`src/rtl/msdf_test_pipeline_pkg.sv`:
```
// Shared types and helpers for the MSDF test pipeline: FSM encoding and the
// read-to-write alignment latency.
package msdf_test_pkg;

   typedef enum logic [1:0] {
      StIdle   = 2'd0,
      StIssue  = 2'd1,
      StDrain  = 2'd2,
      StFinish = 2'd3
   } state_e;

   // Operand RAM read, input register, DUT, output register.
   function automatic int unsigned test_latency(input int unsigned rd_latency,
                                                input int unsigned dut_latency);
      return rd_latency + 32'd1 + dut_latency + 32'd1;
   endfunction

endpackage

```
`src/rtl/msdf_test_pipeline_if.sv`:
```
// Operand read, DUT and result write buses of the MSDF test pipeline.
// master = pipeline side, slave = RAM/DUT side.
interface msdf_test_pipeline_if #(
   parameter int unsigned IN_WIDTH   = 30,
   parameter int unsigned OUT_WIDTH  = 32,
   parameter int unsigned ADDR_WIDTH = 11
);
   logic                  rd_en;
   logic [ADDR_WIDTH-1:0] rd_addr;
   logic [IN_WIDTH-1:0]   rd_data_x;
   logic [IN_WIDTH-1:0]   rd_data_y;
   logic [IN_WIDTH-1:0]   dut_x;
   logic [IN_WIDTH-1:0]   dut_y;
   logic [OUT_WIDTH-1:0]  dut_s;
   logic                  wr_en;
   logic [ADDR_WIDTH-1:0] wr_addr;
   logic [OUT_WIDTH-1:0]  wr_data;

   modport master (
      output rd_en, rd_addr, dut_x, dut_y, wr_en, wr_addr, wr_data,
      input  rd_data_x, rd_data_y, dut_s
   );

   modport slave (
      input  rd_en, rd_addr, dut_x, dut_y, wr_en, wr_addr, wr_data,
      output rd_data_x, rd_data_y, dut_s
   );
endinterface

```
`src/rtl/msdf_test_pipeline_pipe_delay.sv`:
```
// Resettable shift-register delay of DEPTH cycles; DEPTH=0 degenerates to a wire.
module pipe_delay #(
   parameter int unsigned WIDTH = 1,
   parameter int unsigned DEPTH = 1
) (
   input  logic             clk_i,
   input  logic             rst_ni,
   input  logic [WIDTH-1:0] d_i,
   output logic [WIDTH-1:0] q_o
);
   if (DEPTH == 0) begin : g_wire
      assign q_o = d_i;
   end else begin : g_pipe
      logic [WIDTH-1:0] stage_q [DEPTH];

      always_ff @(posedge clk_i or negedge rst_ni) begin
         if (!rst_ni) begin
            for (int i = 0; i < int'(DEPTH); i++) stage_q[i] <= '0;
         end else begin
            stage_q[0] <= d_i;
            for (int i = 1; i < int'(DEPTH); i++) stage_q[i] <= stage_q[i-1];
         end
      end

      assign q_o = stage_q[DEPTH-1];
   end
endmodule

```
`src/rtl/msdf_test_pipeline.sv`:
```
// Streams operand pairs from the operand RAMs through an MSDF unit into a result RAM;
// write strobe/address are the read strobe/address delayed by the full datapath latency.
module msdf_test_pipeline
   import msdf_test_pkg::*;
#(
   parameter int unsigned IN_WIDTH    = 30,
   parameter int unsigned OUT_WIDTH   = 32,
   parameter int unsigned ADDR_WIDTH  = 11,
   parameter int unsigned RD_LATENCY  = 1,
   parameter int unsigned DUT_LATENCY = 3
) (
   input  logic                 clk_i,
   input  logic                 rst_ni,
   input  logic                 start_i,
   input  logic                 abort_i,
   input  logic                 loop_mode_i,
   input  logic [ADDR_WIDTH:0]  num_samples_i,
   output logic                 busy_o,
   output logic                 done_o,
   output logic [31:0]          pass_count_o,
   msdf_test_pipeline_if.master bus_io
);
   localparam int unsigned L = test_latency(RD_LATENCY, DUT_LATENCY);
   // L >= 2 always, so L-1 fits in clog2(L) bits.
   localparam int unsigned DrainW = $clog2(L);
   localparam logic [DrainW-1:0] DrainLast = DrainW'(L - 1);
   localparam logic [ADDR_WIDTH:0] MaxSamples = {1'b1, {ADDR_WIDTH{1'b0}}};

   state_e state_q, state_d;
   logic [ADDR_WIDTH:0] n_q, n_d, addr_q, addr_d, n_clamped;
   logic [DrainW-1:0]   drain_q, drain_d;
   logic [31:0]         pass_q, pass_d;
   logic                loop_q, loop_d, done_q, done_d;
   logic                accept, last_addr, rd_en;
   logic [ADDR_WIDTH:0] wr_tag;
   logic [IN_WIDTH-1:0] dut_x_q, dut_y_q;
   logic [OUT_WIDTH-1:0] wr_data_q;

   assign n_clamped = (num_samples_i > MaxSamples) ? MaxSamples : num_samples_i;
   assign accept    = (state_q == StIdle) && start_i && !abort_i;
   assign last_addr = (addr_q == n_q - 1'b1);

   always_ff @(posedge clk_i or negedge rst_ni) begin
      if (!rst_ni) state_q <= StIdle;
      else         state_q <= state_d;
   end

   always_comb begin
      state_d = state_q;
      unique case (state_q)
         StIdle:   if (accept) state_d = (n_clamped == '0) ? StFinish : StIssue;
         StIssue:  if (abort_i || (last_addr && !loop_q)) state_d = StDrain;
         StDrain:  if (drain_q == DrainLast) state_d = StFinish;
         StFinish: state_d = StIdle;
         default:  state_d = StIdle;
      endcase
   end

   always_comb begin
      rd_en  = 1'b0;
      busy_o = 1'b0;
      unique case (state_q)
         StIssue: begin
            rd_en  = 1'b1;
            busy_o = 1'b1;
         end
         StDrain: busy_o = 1'b1;
         default: ;
      endcase
   end

   always_comb begin
      n_d     = n_q;
      loop_d  = loop_q;
      addr_d  = addr_q;
      pass_d  = pass_q;
      done_d  = done_q;
      drain_d = (state_q == StDrain) ? drain_q + 1'b1 : '0;
      if (accept) begin
         n_d    = n_clamped;
         loop_d = loop_mode_i;
         addr_d = '0;
         pass_d = '0;
         done_d = 1'b0;
      end
      if (state_q == StIssue) begin
         addr_d = last_addr ? '0 : addr_q + 1'b1;
         // A pass counts once its final address has been issued, even if abort lands then.
         if (last_addr && pass_q != '1) pass_d = pass_q + 32'd1;
      end
      if (state_d == StFinish) done_d = 1'b1;
   end

   always_ff @(posedge clk_i or negedge rst_ni) begin
      if (!rst_ni) begin
         n_q       <= '0;
         loop_q    <= 1'b0;
         addr_q    <= '0;
         drain_q   <= '0;
         pass_q    <= '0;
         done_q    <= 1'b0;
         dut_x_q   <= '0;
         dut_y_q   <= '0;
         wr_data_q <= '0;
      end else begin
         n_q       <= n_d;
         loop_q    <= loop_d;
         addr_q    <= addr_d;
         drain_q   <= drain_d;
         pass_q    <= pass_d;
         done_q    <= done_d;
         dut_x_q   <= bus_io.rd_data_x;
         dut_y_q   <= bus_io.rd_data_y;
         wr_data_q <= bus_io.dut_s;
      end
   end

   pipe_delay #(
      .WIDTH (ADDR_WIDTH + 1),
      .DEPTH (L)
   ) u_wr_delay (
      .clk_i  (clk_i),
      .rst_ni (rst_ni),
      .d_i    ({rd_en, addr_q[ADDR_WIDTH-1:0]}),
      .q_o    (wr_tag)
   );

   assign bus_io.rd_en   = rd_en;
   assign bus_io.rd_addr = addr_q[ADDR_WIDTH-1:0];
   assign bus_io.dut_x   = dut_x_q;
   assign bus_io.dut_y   = dut_y_q;
   assign bus_io.wr_en   = wr_tag[ADDR_WIDTH];
   assign bus_io.wr_addr = wr_tag[ADDR_WIDTH-1:0];
   assign bus_io.wr_data = wr_data_q;
   assign done_o         = done_q;
   assign pass_count_o   = pass_q;
endmodule

```
`src/flat_wrapper.sv`:
```
// flat-port wrapper written by rule: the top's interface ports become plain ports
module msdf_test_pipeline_flat import msdf_test_pkg::*;
#(
   parameter int unsigned IN_WIDTH    = 30,
   parameter int unsigned OUT_WIDTH   = 32,
   parameter int unsigned ADDR_WIDTH  = 11,
   parameter int unsigned RD_LATENCY  = 1,
   parameter int unsigned DUT_LATENCY = 3
)
  (clk_i, rst_ni, start_i, abort_i, loop_mode_i, num_samples_i, busy_o, done_o, pass_count_o, bus_io_rd_en, bus_io_rd_addr, bus_io_dut_x, bus_io_dut_y, bus_io_wr_en, bus_io_wr_addr, bus_io_wr_data, bus_io_rd_data_x, bus_io_rd_data_y, bus_io_dut_s);
  msdf_test_pipeline_if #(.IN_WIDTH(IN_WIDTH), .OUT_WIDTH(OUT_WIDTH), .ADDR_WIDTH(ADDR_WIDTH)) bus_io_i ();
  input  logic clk_i;
  input  logic rst_ni;
  input  logic start_i;
  input  logic abort_i;
  input  logic loop_mode_i;
  input  logic [ADDR_WIDTH:0] num_samples_i;
  output logic busy_o;
  output logic done_o;
  output logic [31:0] pass_count_o;
  output wire logic [$bits(bus_io_i.rd_en)-1:0] bus_io_rd_en;
  output wire logic [$bits(bus_io_i.rd_addr)-1:0] bus_io_rd_addr;
  output wire logic [$bits(bus_io_i.dut_x)-1:0] bus_io_dut_x;
  output wire logic [$bits(bus_io_i.dut_y)-1:0] bus_io_dut_y;
  output wire logic [$bits(bus_io_i.wr_en)-1:0] bus_io_wr_en;
  output wire logic [$bits(bus_io_i.wr_addr)-1:0] bus_io_wr_addr;
  output wire logic [$bits(bus_io_i.wr_data)-1:0] bus_io_wr_data;
  input wire logic [$bits(bus_io_i.rd_data_x)-1:0] bus_io_rd_data_x;
  input wire logic [$bits(bus_io_i.rd_data_y)-1:0] bus_io_rd_data_y;
  input wire logic [$bits(bus_io_i.dut_s)-1:0] bus_io_dut_s;
  assign bus_io_rd_en = bus_io_i.rd_en;
  assign bus_io_rd_addr = bus_io_i.rd_addr;
  assign bus_io_dut_x = bus_io_i.dut_x;
  assign bus_io_dut_y = bus_io_i.dut_y;
  assign bus_io_wr_en = bus_io_i.wr_en;
  assign bus_io_wr_addr = bus_io_i.wr_addr;
  assign bus_io_wr_data = bus_io_i.wr_data;
  assign bus_io_i.rd_data_x = bus_io_rd_data_x;
  assign bus_io_i.rd_data_y = bus_io_rd_data_y;
  assign bus_io_i.dut_s = bus_io_dut_s;
  msdf_test_pipeline #(.IN_WIDTH(IN_WIDTH), .OUT_WIDTH(OUT_WIDTH), .ADDR_WIDTH(ADDR_WIDTH), .RD_LATENCY(RD_LATENCY), .DUT_LATENCY(DUT_LATENCY)) u_core (.clk_i(clk_i), .rst_ni(rst_ni), .start_i(start_i), .abort_i(abort_i), .loop_mode_i(loop_mode_i), .num_samples_i(num_samples_i), .busy_o(busy_o), .done_o(done_o), .pass_count_o(pass_count_o), .bus_io(bus_io_i));
endmodule
```
`config.mk`:
```
export PLATFORM = sky130hd
export DESIGN_NAME = msdf_test_pipeline_flat
export DESIGN_NICKNAME = d
export VERILOG_FILES = /design/src/rtl/msdf_test_pipeline_pkg.sv /design/src/rtl/msdf_test_pipeline_if.sv /design/src/rtl/msdf_test_pipeline_pipe_delay.sv /design/src/rtl/msdf_test_pipeline.sv /design/src/flat_wrapper.sv
export SDC_FILE = /design/constraint.sdc
export NUM_CORES = 1
export LEC_CHECK = 0
export BUFFER_PORTS_ARGS = -buffer_cell sky130_fd_sc_hd__buf_2
export CELL_PAD_IN_SITES_DETAIL_PLACEMENT = 1
export CELL_PAD_IN_SITES_GLOBAL_PLACEMENT = 2
export CORE_ASPECT_RATIO = 0.7
export CORE_UTILIZATION = 32
export CTS_CLUSTER_DIAMETER = 40
export CTS_CLUSTER_SIZE = 28
export DETAILED_ROUTE_END_ITERATION = 12
export GPL_ROUTABILITY_DRIVEN = 0
export PLACE_DENSITY = 0.85
export SYNTH_ARGS = -nofsm -noshare
export SYNTH_HDL_FRONTEND = slang
export SYNTH_HIERARCHICAL = 1
export SYNTH_SLANG_ARGS = --single-unit
```
`constraint.sdc`:
```
create_clock -name clk_i -period 2.96 [get_ports clk_i]
set_input_delay 0.444 -clock clk_i [delete_from_list [all_inputs] [get_ports clk_i]]
set_output_delay 0.444 -clock clk_i [all_outputs]
set_load 0.02 [all_outputs]
```
==> flow_summary.yaml <==
status:
  status: "finished with violations"
  violations: "design-rule violations"
cts:
  cts_tree: "yes"
  clkSinkCount: 227
  clk_pin_slew_ns: 0.07
  cts_root_buffer: "clkbuf_16"
  worstSkewPairLatency_ns: 0.54
  htree_levels: 1
  cts_buffers: 28
  cts.path.max_buffers: 3
timing:
  slew_viol_final: 0
  worst_pin_slew_ns: 0.6189
  finClkSkew_ns: 0.009376
  rsz0062_at_grt: "false"
  period_share: 0.9454
  fmax_mhz: 357.4
  hold_violations: 0
  period_needed_ns: 2.798
  setup_violations: 0
  relSlewSlack: 0.5836
  finalSetupTns_ns: 0
route:
  wl_per_cell_um: 17.72
  ant_nets: 0
  viasPerCell: 4.668
  vias: 6274
  wirelength_um: 23810
  drtIter0Drc: 371
  firstDrtPassIters: 8
  post-route-drc-count: 56
critical_path:
  critPathKind: "reg2reg"
  worstPathArrival_ns: 3.28
  cp_max_fo: 9
  start_kind: "register"
  crit_required_ns: 3.44
  crit_path_end_kind: "register"
grt:
  grt_pass1_wl_um: 37120
  grt_max_degree: 79
  grt_pass1_vias: 6735
  grt_util_all_layers: 0.1840
  grt-ovfl-total: 0
  antenna_found_initial: 0
die:
  dieWidth_um: 192.7
  start_util: 0.3283
  die_y_um: 135.5
  coreArea_mm2: 0.02480
  pin_count: 259
  rows: 48
  dieArea_mm2: 0.02610
power:
  seq_power_share: 0.404
  p_per_area_mw_per_mm2: 841.1
  clock_power_share: 0.370
  p_leak_nw: 5.896
  p_sw_frac: 0.3217
  intPower_mw: 6.688
  comb_power_share: 0.226
  vdd_ir_drop_max_uv: 505.8
  p_switching_mw: 3.173
run:
  drv_cap: 0
finish:
  fin_area_mm2: 0.01172
  area_growth_syn_to_layout_pct: 43.95
  fin_nets: 1113
  final_common_cell: "buf_2"
  final_cell_mix: "buf_2 (257), dfrtp_1 (227), dlygate4sd3_1 (86), nand2_1 (61), o21ai_0 (33)"
  drive_gt1_frac: 0.3497
logic_synthesis:
  syn_inst: 637
  synth_cell_type_count: 49
  synth.net_count: 754
  syn_avg_cell_area_um2: 12.79
  synth_edf_count: 0
  ys_seq_elements: 227
  synth_area_mm2: 0.008144
  async_flop_share: 1.000
  seq_area_frac_synth: 0.6975
  yosys_warnings: 6
  synth-main-ff-cell: "dfrtp_1"
hold_path:
  hp-class: "in2reg"
placed_design:
  hpwlAfterDp_um: 15470
  place_area_mm2: 0.009826
  port_buffers: 258
## cells in the mapped netlist, types with 3 or more instances
cell type	number	area, um2
buf_6	3	33.78
nand2_1	61	229.0
o21ai_0	33	165.2
xor2_1	5	43.79
inv_1	10	37.54
o2bb2ai_1	3	26.28
clkbuf_1	9	33.78
buf_4	24	180.2
nand4_1	13	81.33
o211ai_1	5	37.54
nor2b_1	6	37.54
buf_2	4	20.02
o22ai_1	4	25.02
nor3b_1	3	22.52
nor2_1	21	78.83
a21o_1	27	202.7
o31ai_1	3	22.52
nor4_1	6	37.54
nand2b_1	12	75.07
and3_1	10	62.56
a21oi_1	26	130.1
or2_2	13	81.33
nand3_1	26	130.1
and2_1	3	18.77
nor3_1	11	55.05
xnor2_1	16	140.1
or3_1	14	87.58
ha_1	8	100.1
dfrtp_1	227	5680
a31oi_1	3	18.77
a22o_1	5	43.79
or4b_1	3	30.03
## path summary, 6_finish.rpt
kind / start / slack (ns) / to / cells past startpoint
worst max-delay path: u_core/n_q[1]$_DFFE_PN0P_ / 0.16 / u_core/pass_count_o[25]$_DFF_PN0_ / 10
worst min-delay path: bus_io_dut_s[28] / 0.02 / u_core/bus_io.wr_data[28]$_DFF_PN0_ / 1
worst max register to register: u_core/n_q[1]$_DFFE_PN0P_ / 0.16 / u_core/pass_count_o[25]$_DFF_PN0_ / 10
worst min register to register: u_core/u_wr_delay/g_pipe.stage_q[16]$_DFF_PN0_ / 0.34 / u_core/u_wr_delay/q_o[4]$_DFF_PN0_ / 0
max in group asynchronous: rst_ni / 1.62 / u_core/bus_io.dut_x[6]$_DFF_PN0_ / 3
min in group asynchronous: rst_ni / 0.47 / u_core/u_wr_delay/q_o[10]$_DFF_PN0_ / 2
## power by group through the flow
stage / registers, mW / logic, mW / clock network, mW
finish: 3.98 / 2.23 / 3.65
global route: 4.06 / 2.43 / 3.89
CTS: 3.99 / 2.20 / 3.74
detailed placement: 4.04 / 2.10 / 0
global placement: 4.01 / 2.05 / 0
floorplan: 4.01 / 1.32 / 0
## timing repair
item	in CTS	in global routing
hold endpoints to repair	157	2
hold buffers	84	2
resized for setup	0	2
setup endpoints to repair	0	3
setup buffers	0	0
## cell families (layout without fill, tap and decap cells)
kind of cell               after synthesis  in the layout  share of synthesized area
xor gates and xnor gates                21             21                    0.02258
buffers and inverters                   51            432                    0.03795
adders and majority gates                8              8                    0.01229
other                                    0              1                          0
AOI/OAI and AO/OA                      119            119                    0.09356
and+or+nand+nor                        211            211                     0.1361
DFF                                    227            227                     0.6975
## flip-flops by register name (all words and copies together), names as in the netlist, 2 cells and up
name                              flops
u_core/u_wr_delay/q_o                12
u_core/u_wr_delay/g_pipe.stage_q     60
u_core/addr_q                        12
u_core/bus_io.dut_x                  30
u_core/bus_io.wr_data                32
u_core/pass_count_o                  32
u_core/n_q                           12
u_core/state_q                        2
u_core/bus_io.dut_y                  30
u_core/drain_q                        3
## critical path, stage by stage (launching register included)
cell and delay [ns]:
dfrtp_1 0.38, inv_1 0.08, ha_1 0.30, nor2b_1 0.28
a221oi_1 0.13, or4b_1 0.58, o21ai_0 0.22, nor3_1 0.19
a21oi_2 0.24, buf_4 0.20, a21o_1 0.13
## through the flow
stage	hold WS [ns]	util	power (mW)	setup slack [ns]	instances
final	0.02024	0.4727	9.861	0.1617	1344
after global routing	0.00003192	0.4726	10.38	0.01995	1343
after CTS	0.0003032	0.4713	9.928	0.1144	1341
after detailed placement	0.3356	0.3961	6.136	0.1373	1205
after global placement	0.3313	0.3961	6.061	0.3162	1205
after floorplan	0.1484	-	5.329	0.3476	637
## area by class of cell
cell class              count  area (um2)
well taps                 325       406.6
repair buffers            370        2407
clock inverters            21       281.5
fillers                  2657       13080
multi-input cells         359        2165
flip-flops and latches    227        5680
diodes                      1       2.502
inverters                  10       37.54
clock buffers              31       743.2
## layer usage
| metal | share of wire | up-vias | track usage |
|---|---|---|---|
| li1 | - | 2909 | - |
| met1 | 0.46 | 3154 | 0.2537 |
| met2 | 0.46 | 186 | 0.2865 |
| met3 | 0.073 | 25 | 0.05335 |
| met4 | 0.014 | 0 | 0.04112 |
| met5 | 0 | - | 0 |
No activity file was read; power rests on OpenSTA's default activity.
